`src/rtl/pulse_arbiter.sv`:
```
// Round-robin arbiter sharing one stretched-pulse output among NREQ requesters.
// Optional post-pulse idle gap enabled by defining PULSE_ARB_GAP_EN.
module pulse_arbiter #(
    parameter int NREQ = 4,
    parameter int CW   = 25,
    parameter int GAP  = 16
) (
    input  logic                 clk,
    input  logic                 reset,
    input  logic [NREQ-1:0]      req,
    input  logic [NREQ*CW-1:0]   dur,
    output logic [NREQ-1:0]      ack,
    output logic                 pulse_out,
    output logic [2:0]           owner,
    output logic                 busy,
    output logic                 done
);

    localparam int LW = $clog2(NREQ);

    if (NREQ < 2 || NREQ > 8 || GAP < 1) begin : g_param_check
        $error("pulse_arbiter: NREQ must be 2..8 and GAP at least 1");
    end

`ifdef PULSE_ARB_GAP_EN
    localparam int GW = $clog2(GAP + 1);
    typedef enum logic [1:0] {ST_IDLE = 2'd0, ST_PULSE = 2'd1, ST_GAP = 2'd2} state_t;
    logic [GW-1:0] gap_cnt_r;
`else
    typedef enum logic [1:0] {ST_IDLE = 2'd0, ST_PULSE = 2'd1} state_t;
`endif

    state_t         state_r;
    logic [CW-1:0]  cnt_r;
    logic [LW-1:0]  last_r;

    logic           grant_valid_s;
    logic [LW-1:0]  grant_idx_s;
    logic [LW-1:0]  cand_s;
    logic [CW-1:0]  grant_raw_s;
    logic [CW-1:0]  grant_dur_s;

    // Round-robin search starting one past the last owner, wrapping modulo NREQ.
    always_comb begin
        grant_valid_s = 1'b0;
        grant_idx_s   = '0;
        cand_s        = '0;
        for (int k = 1; k <= NREQ; k++) begin
            cand_s = LW'((int'(last_r) + k) % NREQ);
            if (!grant_valid_s && req[cand_s]) begin
                grant_valid_s = 1'b1;
                grant_idx_s   = cand_s;
            end else begin
                grant_valid_s = grant_valid_s;
            end
        end
    end

    // Duration of the granted requester; a zero field still yields a one-cycle pulse.
    always_comb begin
        grant_raw_s = dur[grant_idx_s*CW +: CW];
        if (grant_raw_s == '0) begin
            grant_dur_s = CW'(1);
        end else begin
            grant_dur_s = grant_raw_s;
        end
    end

    // Arbitration state machine with all outputs registered.
    always_ff @(posedge clk) begin
        if (reset) begin
            state_r   <= ST_IDLE;
            cnt_r     <= '0;
            last_r    <= LW'(NREQ - 1);
            ack       <= '0;
            pulse_out <= 1'b0;
            owner     <= 3'd0;
            busy      <= 1'b0;
            done      <= 1'b0;
`ifdef PULSE_ARB_GAP_EN
            gap_cnt_r <= '0;
`endif
        end else begin
            case (state_r)
                ST_IDLE: begin
                    done <= 1'b0;
                    if (grant_valid_s) begin
                        ack       <= NREQ'(1) << grant_idx_s;
                        owner     <= 3'(grant_idx_s);
                        last_r    <= grant_idx_s;
                        cnt_r     <= grant_dur_s;
                        pulse_out <= 1'b1;
                        busy      <= 1'b1;
                        state_r   <= ST_PULSE;
                    end else begin
                        ack <= '0;
                    end
                end
                ST_PULSE: begin
                    ack <= '0;
                    if (cnt_r > CW'(1)) begin
                        cnt_r <= cnt_r - CW'(1);
                    end else begin
                        pulse_out <= 1'b0;
                        done      <= 1'b1;
                        cnt_r     <= '0;
`ifdef PULSE_ARB_GAP_EN
                        gap_cnt_r <= GW'(GAP);
                        state_r   <= ST_GAP;
`else
                        busy      <= 1'b0;
                        state_r   <= ST_IDLE;
`endif
                    end
                end
`ifdef PULSE_ARB_GAP_EN
                ST_GAP: begin
                    done <= 1'b0;
                    ack  <= '0;
                    if (gap_cnt_r > GW'(1)) begin
                        gap_cnt_r <= gap_cnt_r - GW'(1);
                    end else begin
                        gap_cnt_r <= '0;
                        busy      <= 1'b0;
                        state_r   <= ST_IDLE;
                    end
                end
`endif
                default: begin
                    state_r   <= ST_IDLE;
                    cnt_r     <= '0;
                    ack       <= '0;
                    pulse_out <= 1'b0;
                    busy      <= 1'b0;
                    done      <= 1'b0;
                end
            endcase
        end
    end

endmodule

```
`config.mk`:
```
export PLATFORM = sky130hd
export DESIGN_NAME = pulse_arbiter
export DESIGN_NICKNAME = d
export VERILOG_FILES = /design/src/rtl/pulse_arbiter.sv
export SDC_FILE = /design/constraint.sdc
export NUM_CORES = 1
export LEC_CHECK = 0
export ABC_AREA = 1
export ABC_CLOCK_PERIOD_IN_PS = 2100
export BUFFER_PORTS_ARGS = -buffer_cell sky130_fd_sc_hd__buf_2
export CAP_MARGIN = 20
export CORE_MARGIN = 5
export CORE_UTILIZATION = 46
export CTS_CLUSTER_DIAMETER = 30
export DETAILED_ROUTE_END_ITERATION = 10
export GPL_ROUTABILITY_DRIVEN = 0
export GPL_TIMING_DRIVEN = 0
export PLACE_DENSITY = 0.74
export SLEW_MARGIN = 20
export SYNTH_ARGS = -nofsm -noshare
export SYNTH_HDL_FRONTEND = slang
export SYNTH_SLANG_ARGS = --single-unit
export TNS_END_PERCENT = 20
```
`constraint.sdc`:
```
create_clock -name clk -period 2.1 [get_ports clk]
set_clock_uncertainty 0.05 [all_clocks]
set_input_delay 0.105 -clock clk [delete_from_list [all_inputs] [get_ports clk]]
set_output_delay 0.105 -clock clk [all_outputs]
set_load 0.05 [all_outputs]
```
Word-level counts from Yosys, hierarchy flattened
Index checks and enable logic that the tools add are counted.
{ "classes": {"mul": 1, "n_eq_ne": 3, "n_reduce_logical": 12, "muxes": 26, "addsub": 5, "magnitude_cmp": 5, "bitwise_logic": 3, "n_shift": 2} }
{ "ops": {"columns": ["cell", "n"], "rows": [
  ["$shiftx A100 B8 Y25", 1],
  ["$mux W25", 3],
  ["$pmux W25 S2", 1],
  ["$gt A25 B1 Y1 const B", 1],
  ["$logic_not A25 Y1", 1],
  ["$sub A25 B1 Y25 const B", 1],
  ["$lt A2 B3 Y1 const B", 4],
  ["$mux W2", 6],
  ["$mux W1", 10],
  ["$bmux W1 S2", 4],
  ["$mul A2 B5 Y7 const B", 1],
  ["$add A2 B1 Y2 const B", 2],
  ["$add A2 B2 Y2 const B", 2],
  ["$ne A2 B2 Y1 const B", 2],
  ["$pmux W2 S2", 1],
  ["$reduce_and A2 Y1", 2],
  ["$shl A1 B2 Y4 const A", 1],
  ["$logic_and A1 B1 Y1", 3],
  ["$logic_not A1 Y1", 3],
  ["$not A1 Y1", 3],
  ["$reduce_or A3 Y1", 1],
  ["$eq A2 B1 Y1 const B", 1],
  ["$logic_not A2 Y1", 1],
  ["$pmux W1 S2", 1],
  ["$reduce_or A2 Y1", 1]
]} }
{ "totals": {"ff_bits": 37, "output_inout_bits": 10, "in_bits": 106} }

Longest topological paths before layout
Gate-level depths: netlist of run 1.
{ "logic_depth": {"ltp_word": 19, "depth_mapped": 22, "depth_no_buf": 21} }

Worst setup path after synthesis of run 1
No wires, ideal clock.
{ "synth_timing": {"path_type": "register to register", "startpoint": "register last_r[0]", "endpoint": "register cnt_r[0]", "setup_time_ps": 66, "arrival_time_ps": 2025, "n_path_buf": 2, "slack_ps": -41, "period_less_slack_ps": 2141, "path_stages_with_launch": 23, "t_required_ps": 1984, "cell_sequence": "dfxtp_1 > buf_4 > inv_4 > nand2_2 > nand2_1 > nand2_1 > nand2_1 > nor2_4 > nand2_1 > nor2_4 > inv_2 > nand2_4 > buf_6 > nand3_1 > nand2_1 > nand2_1 > nor2_1 > nand2_1 > nor2_1 > nand2_1 > nand2_1 > nand2_1 > a21oi_2"} }
{ "synth_between": {"elab_chain_len": 19, "word_cells_on_any_way": 33, "classes_between": "add/sub (4); mul (1); eq/ne (1); shift (1); mux (19); reduce/logical (7)"} }
{ "synth_rtl": {"columns": ["item", "line_no", "rtl"], "rows": [
  ["from (decl)", "35", "logic [LW-1:0] last_r;"],
  ["from (signal assigned)", "74", "last_r <= LW'(NREQ - 1);"],
  ["from (signal assigned)", "90", "last_r <= grant_idx_s;"],
  ["$add A2 B1 Y2", "49", "cand_s = LW'((int'(last_r) + k) % NREQ);"],
  ["$bmux W1 S2", "50", "if (!grant_valid_s && req[cand_s]) begin"],
  ["$mux W1 (not written as such)", "50", null],
  ["$mux W1", "50", null],
  ["$logic_not A1 Y1", "50", null],
  ["$logic_and A1 B1 Y1", "50", null],
  ["$mux W1", "50", null],
  ["$logic_not A1 Y1", "50", null],
  ["[... 3 more ...]", null, null],
  ["$logic_and A1 B1 Y1", "50", null],
  ["$mux W2", "50", null],
  ["$mul A2 B5 Y7", "61", "grant_raw_s = dur[grant_idx_s*CW +: CW];"],
  ["$shiftx A100 B8 Y25", "61", null],
  ["$logic_not A25 Y1", "62", "if (grant_raw_s == '0) begin"],
  ["$mux W25", "62", null],
  ["$mux W25", "87", "if (grant_valid_s) begin"],
  ["$pmux W25 S2", "84", "case (state_r)"],
  ["to (signal assigned)", "91", "cnt_r <= grant_dur_s;"],
  ["to (signal assigned)", "102", "cnt_r <= cnt_r - CW'(1);"],
  ["to (decl)", "34", "logic [CW-1:0] cnt_r;"]
]} }
Several ways; a longest one is shown, not always the timed one. The select of a mux whose other input is x is not followed.
A chain may end at the register's enable or synchronous reset.

Worst setup path after layout of run 1
Ends and elaborated chain as after synthesis.

==> results of run 1 <==
[cell type report]
class	instances	area, um2	share of cell area (%)
multi-input cells	448	2470	50.2
repair buffers	165	1010	20.5
flip-flops and latches	35	706	14.4
plain buffers	28	256	5.22
inverters	62	253	5.14
well taps	99	124	2.52
clock buffers	8	100	2.04
[stage by stage]
stage	std cells	setup TNS (ns)
after global placement	788	-9.63
after CTS	826	-2.17
final	845	-4.95
after floorplan	576	-0.0236
after global routing	845	-8.18
after detailed placement	788	-12.17
[worst max-delay path: cells and delay by family (launching register included)]
family	cells	cell delay [ns]
buf+inv	4	0.48
compound gates	2	0.35
simple gates	15	1.21
flops	1	0.33
[cells in the final DEF, fill, tap and decap left out, types with 2 or more instances in the layout]
cell type                  count
sky130_fd_sc_hd__nor3_1        4
sky130_fd_sc_hd__o21ai_2       2
sky130_fd_sc_hd__xnor2_1       6
sky130_fd_sc_hd__inv_2         4
sky130_fd_sc_hd__buf_12        2
sky130_fd_sc_hd__clkbuf_8      8
sky130_fd_sc_hd__nor3_4        2
sky130_fd_sc_hd__clkbuf_2      4
sky130_fd_sc_hd__inv_4         2
sky130_fd_sc_hd__buf_4        43
sky130_fd_sc_hd__nor2_4        5
sky130_fd_sc_hd__nand3_4       3
sky130_fd_sc_hd__inv_1        54
sky130_fd_sc_hd__buf_6        15
sky130_fd_sc_hd__o21ai_0      22
sky130_fd_sc_hd__buf_2       118
sky130_fd_sc_hd__nor2_2        3
sky130_fd_sc_hd__a21oi_1      27
sky130_fd_sc_hd__o21ai_1       4
sky130_fd_sc_hd__o211ai_1      8
sky130_fd_sc_hd__dfxtp_1      33
sky130_fd_sc_hd__nand3_2       7
sky130_fd_sc_hd__nand3_1      52
sky130_fd_sc_hd__clkbuf_1      4
sky130_fd_sc_hd__nand2_4       7
sky130_fd_sc_hd__o221a_2       8
sky130_fd_sc_hd__buf_8         4
sky130_fd_sc_hd__nand2_2      36
sky130_fd_sc_hd__nor2_1       62
sky130_fd_sc_hd__xor2_1       16
sky130_fd_sc_hd__nand2_1     135
sky130_fd_sc_hd__inv_8         2
sky130_fd_sc_hd__nand4_1      28
sky130_fd_sc_hd__ha_1          2
[Yosys cell counts]
| master | n |
|---|---|
| sky130_fd_sc_hd__nand2_1 | 171 |
| sky130_fd_sc_hd__nor2_1 | 68 |
| sky130_fd_sc_hd__nand3_1 | 59 |
| sky130_fd_sc_hd__inv_1 | 55 |
| sky130_fd_sc_hd__dfxtp_1 | 35 |
| sky130_fd_sc_hd__nand4_1 | 28 |
| sky130_fd_sc_hd__a21oi_1 | 27 |
| sky130_fd_sc_hd__o21ai_0 | 24 |
| sky130_fd_sc_hd__xor2_1 | 16 |
| sky130_fd_sc_hd__clkbuf_1 | 12 |
| sky130_fd_sc_hd__buf_2 | 11 |
| sky130_fd_sc_hd__o211ai_1 | 8 |
| sky130_fd_sc_hd__o221a_2 | 8 |
| sky130_fd_sc_hd__xnor2_1 | 6 |
| sky130_fd_sc_hd__inv_2 | 5 |
| sky130_fd_sc_hd__nand2_2 | 5 |
| sky130_fd_sc_hd__nor3_1 | 5 |
| sky130_fd_sc_hd__buf_4 | 4 |
| sky130_fd_sc_hd__o21ai_1 | 4 |
| sky130_fd_sc_hd__buf_6 | 3 |
| sky130_fd_sc_hd__ha_1 | 2 |
| sky130_fd_sc_hd__nand2_4 | 2 |
| sky130_fd_sc_hd__nand3_4 | 2 |
| sky130_fd_sc_hd__nor2_4 | 2 |
| sky130_fd_sc_hd__o22ai_1 | 2 |
| sky130_fd_sc_hd__a21oi_2 | 1 |
| sky130_fd_sc_hd__a21oi_4 | 1 |
| sky130_fd_sc_hd__a221oi_1 | 1 |
| sky130_fd_sc_hd__a31oi_1 | 1 |
| sky130_fd_sc_hd__buf_1 | 1 |
| sky130_fd_sc_hd__clkinv_2 | 1 |
| sky130_fd_sc_hd__conb_1 | 1 |
| sky130_fd_sc_hd__inv_4 | 1 |
| sky130_fd_sc_hd__nand3_2 | 1 |
| sky130_fd_sc_hd__nor3_2 | 1 |
| sky130_fd_sc_hd__o21a_1 | 1 |
| sky130_fd_sc_hd__o41a_1 | 1 |
[cell families (layout without fill, tap and decap cells)]
kind of cell,after synthesis,after routing,share of synthesized area (%)
XOR/XNOR,22,22,5.76
AND/OR/NAND/NOR,344,344,45.5
other,1,1,0.112
AO/OA/AOI/OAI,79,79,14.8
flip-flops,35,35,20.9
adder cells (fa/ha/maj),2,2,0.748
buffers and inverters,93,263,12.1
[power groups by stage]
stage          Clock [W]  Combinational, W  Sequential, W
5_1_grt         0.000582           0.00973        0.00124
3_3_place_gp           0           0.00625        0.00117
2_1_floorplan          0           0.00462        0.00130
3_5_place_dp           0           0.00632        0.00118
6_report        0.000552           0.00899        0.00121
4_1_cts         0.000548           0.00758        0.00118
[sequential cells by signal (all words and copies together) (netlist names)]
signal,count
busy,1
last_r,2
owner,2
ack,4
done,1
cnt_r,25
[final timing paths]
kind,from,endpoint,slack [ns],cells after the start
worst max-delay path,last_r[0],cnt_r[0],-0.40,21
worst min-delay path,reset,cnt_r[12],0.19,2
worst max register to register,last_r[0],cnt_r[0],-0.40,21
worst min register to register,owner[1],owner[1],0.43,2
[per-layer routing]
layer / global-route usage, % / vias to the layer above / part of all wire [%]
met5: 0 / - / 0
met1: 35.2 / 2125 / 41
li1: - / 2226 / -
met4: 7.93 / 0 / 2.1
met2: 44.1 / 288 / 47
met3: 3.95 / 27 / 9.4
[repair_timing]
action / CTS / global route
resized for setup: 58 / 73
cloned: 0 / 2
buffers inserted: 30 / 20
pin swaps: 12 / 31
setup endpoints to repair: 26 / 33
==> impl_metrics.xml, run 1 <==
<?xml version="1.0" encoding="UTF-8"?>
<metrics>
  <group name="pwr">
    <metric name="worst_ir_drop_vdd" unit="V">0.00135</metric>
    <metric name="net-switching-power" unit="W">0.00573</metric>
    <metric name="power.static_leakage" unit="nW">2.58</metric>
    <metric name="power.internal" unit="W">0.00502</metric>
    <metric name="finalPower" unit="W">0.0108</metric>
    <metric name="swShare" unit="%">53.3</metric>
    <metric name="power_frac_clock" unit="%">5.1</metric>
    <metric name="power-per-cell-area" unit="nW/um2">2190</metric>
    <metric name="pwr-share-comb" unit="%">83.6</metric>
    <metric name="seqPwrFrac" unit="%">11.2</metric>
  </group>
  <group name="detailed_routing">
    <metric name="detail_route.wirelength" unit="um">12800</metric>
    <metric name="detailroute.via_count" unit="">4666</metric>
    <metric name="avgViaCountPerCell" unit="">5.52</metric>
    <metric name="final_antenna_net_count" unit="">0</metric>
    <metric name="drt-initial-drc-count" unit="">518</metric>
    <metric name="route.detailed.drc" unit="">0</metric>
    <metric name="wl_per_cell" unit="um">15.1</metric>
    <metric name="drtPass1Iterations" unit="">5</metric>
  </group>
  <group name="logic_synthesis">
    <metric name="yosys_warning_count" unit="">0</metric>
    <metric name="synth.top_cells.by_area" unit="">sky130_fd_sc_hd__dfxtp_1 21%, sky130_fd_sc_hd__nand2_1 19%, sky130_fd_sc_hd__nand3_1 8.8%</metric>
    <metric name="synth.cell_area" unit="um2">3350</metric>
    <metric name="yosysUniqueCellTypes" unit="">37</metric>
    <metric name="netlist_instances" unit="">576</metric>
    <metric name="syn_avg_cell_area" unit="um2">5.81</metric>
    <metric name="ys_ff_latch" unit="">35</metric>
    <metric name="synth.top_cell.area_share" unit="%">20.9</metric>
    <metric name="synth_seq_area_share" unit="%">20.9</metric>
    <metric name="yosysTopAreaCell" unit="">sky130_fd_sc_hd__dfxtp_1</metric>
    <metric name="synthesis.nets" unit="">684</metric>
  </group>
  <group name="cells_and_area">
    <metric name="fin_nets" unit="">853</metric>
    <metric name="layout-drive-gt1-share" unit="%">37.9</metric>
    <metric name="antenna-diode-count" unit="">0</metric>
    <metric name="post-route-cell-area" unit="um2">4910</metric>
    <metric name="final_util" unit="%">68.5</metric>
    <metric name="area_growth_syn_to_layout" unit="%">46.8</metric>
    <metric name="layout.filler_cells" unit="">614</metric>
  </group>
  <group name="timing">
    <metric name="hold_viol" unit="">0</metric>
    <metric name="final_period_minus_worst_setup_slack" unit="ns">2.50</metric>
    <metric name="timing_max_transition_violations_final" unit="">0</metric>
    <metric name="slew_headroom" unit="%">61.0</metric>
    <metric name="final_critical_path_setup_slack" unit="ns">-0.403</metric>
    <metric name="hold_slack" unit="ns">0.190</metric>
    <metric name="min_period_over_period" unit="%">119</metric>
    <metric name="worst_tran_pin_value" unit="ns">0.586</metric>
    <metric name="grt_setup_unrepaired" unit="">yes</metric>
    <metric name="setup_viol_count_final" unit="">33</metric>
    <metric name="achievable-frequency" unit="GHz">0.400</metric>
  </group>
  <group name="die">
    <metric name="chipWidth" unit="um">95.3</metric>
    <metric name="coreArea" unit="um2">7180</metric>
    <metric name="boundaryPins" unit="">116</metric>
    <metric name="dieHeight" unit="um">95.3</metric>
    <metric name="initial_utilization" unit="%">46.6</metric>
    <metric name="area_enclosed_by_the_die_boundary" unit="um2">9080</metric>
    <metric name="num_rows" unit="">31</metric>
  </group>
  <group name="status">
    <metric name="failed_checks" unit="">setup timing</metric>
    <metric name="run_status" unit="">complete, but fails checks</metric>
  </group>
  <group name="grt">
    <metric name="antenna_found_initial" unit="">0</metric>
    <metric name="grt_pass1_wl" unit="um">19100</metric>
    <metric name="grtUsageTotal" unit="%">26.5</metric>
    <metric name="first_global_vias" unit="">4282</metric>
    <metric name="global_route.overflow_total" unit="">0</metric>
    <metric name="grt_start_max_net_pins" unit="">11</metric>
  </group>
  <group name="clock_tree">
    <metric name="cts-htree-levels" unit="">2</metric>
    <metric name="ctsHoldBuffers" unit="">0</metric>
    <metric name="cts_buffers" unit="">5</metric>
    <metric name="ctsLongestPathBuffers" unit="">2</metric>
    <metric name="cts_tree" unit="">yes</metric>
    <metric name="tritoncts_num_sinks" unit="">35</metric>
    <metric name="worst_setup_hold_path_clk_slew" unit="ns">0.08</metric>
    <metric name="clk_latency" unit="ns">0.29</metric>
    <metric name="cts-root-buf" unit="">sky130_fd_sc_hd__clkbuf_8</metric>
  </group>
  <group name="worst_setup_path">
    <metric name="worstPathArrival" unit="ns">2.68</metric>
    <metric name="critical_path.most_common_cell" unit="">sky130_fd_sc_hd__nand2_1</metric>
    <metric name="critical_path_required" unit="ns">2.28</metric>
    <metric name="worst-path-max-fanout" unit="">8</metric>
    <metric name="setup.worst_path.class" unit="">reg2reg</metric>
    <metric name="crit_path_end_kind" unit="">register</metric>
    <metric name="crit_path_cell_trace" unit="">buf_6 -&gt; inv_8 -&gt; nand2_2 -&gt; nand2_2 -&gt; nand2_2 -&gt; nand2_4 -&gt; nor2_4 -&gt; nand2_2 -&gt; a21oi_4 -&gt; buf_4 -&gt; buf_4 -&gt; nand3_1 -&gt; nand2_1 -&gt; nand2_1 -&gt; nor2_1 -&gt; nand2_1 -&gt; nor2_1 -&gt; nand2_1 -&gt; nand2_1 -&gt; nand2_1 -&gt; a21oi_2</metric>
    <metric name="startpoint_types" unit="">register</metric>
    <metric name="max_stage_delay" unit="ns">0.33</metric>
    <metric name="cpMaxStageDelayCell" unit="">sky130_fd_sc_hd__dfxtp_2</metric>
  </group>
  <group name="placed_design">
    <metric name="dp_hpwl" unit="um">8970</metric>
    <metric name="dp_worst_setup_slack" unit="ns">-0.528</metric>
    <metric name="buffer_ports.inserted" unit="">113</metric>
    <metric name="place_area" unit="um2">4040</metric>
  </group>
  <group name="job">
    <metric name="cap_violations" unit="">0</metric>
  </group>
  <group name="worst_hold_path">
    <metric name="hold_class" unit="">in2reg</metric>
  </group>
</metrics>
Note: power is estimated with default switching activity, not from simulation.
==> inputs of run 2 (changes only) <==
ABC_CLOCK_PERIOD_IN_PS = 2500   (was 2100)
CORE_UTILIZATION = 50   (was 46)
PLACE_DENSITY = 0.77   (was 0.74)
clock period = 2.5 ns   (was 2.1 ns; I/O delays follow)
==> run 2 against run 1 <==
Compared with the run above: the run still ends with setup timing left; sequential power down 17%; critical path type unchanged; sequential share of layout area up 0.59 points; worst setup slack better by 0.35 ns; die area is 7.2% lower; combinational power shrank 18%; clock power decreased by 2%; non-clock buffer count is 13 lower; highest routed layer unchanged; first-iteration DRC count fell by 18%.
==> impl_metrics.xml, run 2 (synthesis results as in run 1) <==
<?xml version="1.0" encoding="UTF-8"?>
<metrics>
  <group name="timing">
    <metric name="timing_max_transition_violations_final" unit="">0</metric>
    <metric name="hold_viol" unit="">0</metric>
    <metric name="slew_headroom" unit="%">64.5</metric>
    <metric name="achievable-frequency" unit="GHz">0.392</metric>
    <metric name="worst_tran_pin_value" unit="ns">0.532</metric>
    <metric name="min_period_over_period" unit="%">102</metric>
    <metric name="final_period_minus_worst_setup_slack" unit="ns">2.55</metric>
    <metric name="setup_viol_count_final" unit="">1</metric>
    <metric name="hold_slack" unit="ns">0.154</metric>
    <metric name="final_critical_path_setup_slack" unit="ns">-0.0499</metric>
    <metric name="grt_setup_unrepaired" unit="">yes</metric>
  </group>
  <group name="die">
    <metric name="chipWidth" unit="um">91.8</metric>
    <metric name="area_enclosed_by_the_die_boundary" unit="um2">8430</metric>
    <metric name="boundaryPins" unit="">116</metric>
    <metric name="coreArea" unit="um2">6420</metric>
    <metric name="num_rows" unit="">29</metric>
    <metric name="dieHeight" unit="um">91.8</metric>
    <metric name="initial_utilization" unit="%">52.1</metric>
  </group>
  <group name="detailed_routing">
    <metric name="drtPass1Iterations" unit="">5</metric>
    <metric name="detailroute.via_count" unit="">4583</metric>
    <metric name="avgViaCountPerCell" unit="">5.64</metric>
    <metric name="final_antenna_net_count" unit="">0</metric>
    <metric name="wl_per_cell" unit="um">15.6</metric>
    <metric name="route.detailed.drc" unit="">0</metric>
    <metric name="drt-initial-drc-count" unit="">427</metric>
    <metric name="detail_route.wirelength" unit="um">12700</metric>
  </group>
  <group name="worst_setup_path">
    <metric name="startpoint_types" unit="">register</metric>
    <metric name="worst-path-max-fanout" unit="">9</metric>
    <metric name="cpMaxStageDelayCell" unit="">sky130_fd_sc_hd__dfxtp_2</metric>
    <metric name="worstPathArrival" unit="ns">2.73</metric>
    <metric name="critical_path.most_common_cell" unit="">sky130_fd_sc_hd__nand2_1</metric>
    <metric name="crit_path_end_kind" unit="">register</metric>
    <metric name="crit_path_cell_trace" unit="">buf_6 -&gt; inv_8 -&gt; nand2_1 -&gt; nand2_2 -&gt; nand2_2 -&gt; nand2_4 -&gt; nor2_4 -&gt; nand2_2 -&gt; nor2_4 -&gt; inv_2 -&gt; nand2_4 -&gt; buf_4 -&gt; nand3_1 -&gt; nand2_1 -&gt; nand2_1 -&gt; nor2_1 -&gt; nand2_1 -&gt; nor2_2 -&gt; nand2_1 -&gt; nand2_1 -&gt; nand2_1 -&gt; a21oi_2</metric>
    <metric name="setup.worst_path.class" unit="">reg2reg</metric>
    <metric name="max_stage_delay" unit="ns">0.32</metric>
    <metric name="critical_path_required" unit="ns">2.68</metric>
  </group>
  <group name="cells_and_area">
    <metric name="commonest_cells_after_routing_fill_and_taps_aside" unit="">149 x sky130_fd_sc_hd__nand2_1, 118 x sky130_fd_sc_hd__buf_2, 64 x sky130_fd_sc_hd__nor2_1</metric>
    <metric name="mostFrequentLayoutCell" unit="">sky130_fd_sc_hd__nand2_1</metric>
    <metric name="final_util" unit="%">73.5</metric>
    <metric name="layout-drive-gt1-share" unit="%">33.5</metric>
    <metric name="layout.filler_cells" unit="">567</metric>
    <metric name="area_growth_syn_to_layout" unit="%">41.0</metric>
    <metric name="largest_registers_ranked_by_flip_flop_count" unit="">cnt_r (25), ack (4)</metric>
    <metric name="fin_nets" unit="">842</metric>
    <metric name="top_register" unit="">cnt_r</metric>
    <metric name="post-route-cell-area" unit="um2">4720</metric>
    <metric name="largest_reg_flops" unit="">25</metric>
    <metric name="antenna-diode-count" unit="">0</metric>
    <metric name="post_layout_instance_count_excluding_filler_cells" unit="">812</metric>
    <metric name="multiInputGateArea" unit="um2">2390</metric>
    <metric name="sequential_cell_area" unit="um2">706</metric>
  </group>
  <group name="pwr">
    <metric name="seqPwrFrac" unit="%">11.3</metric>
    <metric name="power-per-cell-area" unit="nW/um2">1890</metric>
    <metric name="worst_ir_drop_vdd" unit="V">0.00143</metric>
    <metric name="power.static_leakage" unit="nW">2.51</metric>
    <metric name="power_frac_clock" unit="%">6.1</metric>
    <metric name="net-switching-power" unit="W">0.00476</metric>
    <metric name="swShare" unit="%">53.5</metric>
    <metric name="power.internal" unit="W">0.00414</metric>
    <metric name="pwr-share-comb" unit="%">82.6</metric>
    <metric name="finalPower" unit="W">0.00891</metric>
  </group>
  <group name="placed_design">
    <metric name="placedCellCount" unit="">766</metric>
    <metric name="buffer_ports.inserted" unit="">113</metric>
    <metric name="dp_hpwl" unit="um">9060</metric>
    <metric name="place_area" unit="um2">4010</metric>
  </group>
  <group name="grt">
    <metric name="antenna_found_initial" unit="">0</metric>
    <metric name="grt_pass1_wl" unit="um">18500</metric>
    <metric name="met1_usage" unit="%">33.6</metric>
    <metric name="global_route.overflow_total" unit="">0</metric>
    <metric name="global_route.usage.met2" unit="%">44.2</metric>
    <metric name="first_global_vias" unit="">4060</metric>
    <metric name="grt_start_max_net_pins" unit="">12</metric>
    <metric name="grtUsageTotal" unit="%">26.1</metric>
    <metric name="grt_busiest_layer" unit="">met2</metric>
    <metric name="globalRouteMet3Util" unit="%">5.07</metric>
  </group>
  <group name="clock_tree">
    <metric name="worst_setup_hold_path_clk_slew" unit="ns">0.08</metric>
    <metric name="tritoncts_num_sinks" unit="">35</metric>
    <metric name="cts_tree" unit="">yes</metric>
    <metric name="cts-root-buf" unit="">sky130_fd_sc_hd__clkbuf_8</metric>
    <metric name="ctsLongestPathBuffers" unit="">2</metric>
    <metric name="cts-htree-levels" unit="">2</metric>
    <metric name="clk_latency" unit="ns">0.29</metric>
    <metric name="cts_buffers" unit="">5</metric>
  </group>
  <group name="status">
    <metric name="run_status" unit="">complete, but fails checks</metric>
    <metric name="failed_checks" unit="">setup timing</metric>
  </group>
  <group name="job">
    <metric name="cap_violations" unit="">0</metric>
  </group>
  <group name="worst_hold_path">
    <metric name="hold_class" unit="">in2reg</metric>
  </group>
</metrics>
## run 2: cell count changes in the layout (fill, tap and decap cells not counted), moves of 2 or more
| cell | delta |
|---|---|
| sky130_fd_sc_hd__buf_4 | -11 |
| sky130_fd_sc_hd__buf_6 | -6 |
| sky130_fd_sc_hd__clkbuf_1 | +4 |
| sky130_fd_sc_hd__clkbuf_8 | -2 |
| sky130_fd_sc_hd__clkinv_2 | +2 |
| sky130_fd_sc_hd__nand2_1 | +14 |
| sky130_fd_sc_hd__nand2_2 | -12 |
| sky130_fd_sc_hd__nand2_4 | -2 |
| sky130_fd_sc_hd__nor2_1 | +2 |
| sky130_fd_sc_hd__nor2_4 | -2 |
| sky130_fd_sc_hd__o21ai_0 | +2 |
| sky130_fd_sc_hd__o21ai_2 | -2 |
## run 2: area by class of cell
| cell class | count | area share, % |
|---|---|---|
| Buffer | 30 | 4.75 |
| Timing Repair inverter | 1 | 0.106 |
| Sequential cell | 35 | 15.0 |
| Tap cell | 77 | 2.04 |
| Timing Repair Buffer | 150 | 19.6 |
| Clock buffer | 6 | 1.75 |
| Multi-Input combinational cell | 449 | 50.7 |
| Inverter | 62 | 5.30 |
| Clock inverter | 2 | 0.742 |
## run 2: power by group through the flow
stage | clock network, W | logic, W | registers [W]
after floorplan | 0 | 0.00387 | 0.00109
after global placement | 0 | 0.00522 | 0.000981
after detailed placement | 0 | 0.00531 | 0.000989
after CTS | 0.000539 | 0.00535 | 0.000982
after global routing | 0.000561 | 0.00789 | 0.00103
final | 0.000539 | 0.00736 | 0.00101
## run 2: final timing paths
check | slack (ns) | endpoint | depth (start not counted) | start
min reg2reg | 0.44 | owner[0] | 2 | owner[0]
max reg2reg | -0.05 | cnt_r[0] | 22 | last_r[0]
min | 0.15 | cnt_r[16] | 2 | reset
max | -0.05 | cnt_r[0] | 22 | last_r[0]
## run 2: worst max-delay path, delay by kind of cell, from the launching register on
kind / cells / cell delay (ns)
buffers and inverters: 4 / 0.37
and+or+nand+nor: 17 / 1.62
AOI/OAI and AO/OA: 1 / 0.11
DFF: 1 / 0.32
## run 2: timing repair
action | CTS | global route
cloned | 0 | 6
buffers inserted | 0 | 33
gates resized for setup | 4 | 81
setup endpoints to repair | 22 | 25
hold buffers | 0 | 0
pin swaps | 0 | 31
## run 2: per-stage QoR
step / setup WS (ns) / TNS [ns]
finish: -0.0499 / -0.0499
global placement: 0.0125 / 0
floorplan: 0.359 / 0
CTS: -0.0103 / -0.0103
detailed placement: -0.0524 / -0.422
global route: -0.202 / -0.588
## run 2: routing by layer
metal | wire, um | share of wire, %
met5 | 0 | 0
met3 | 1030 | 8.1
met4 | 229 | 1.8
met2 | 6330 | 50
met1 | 5070 | 40
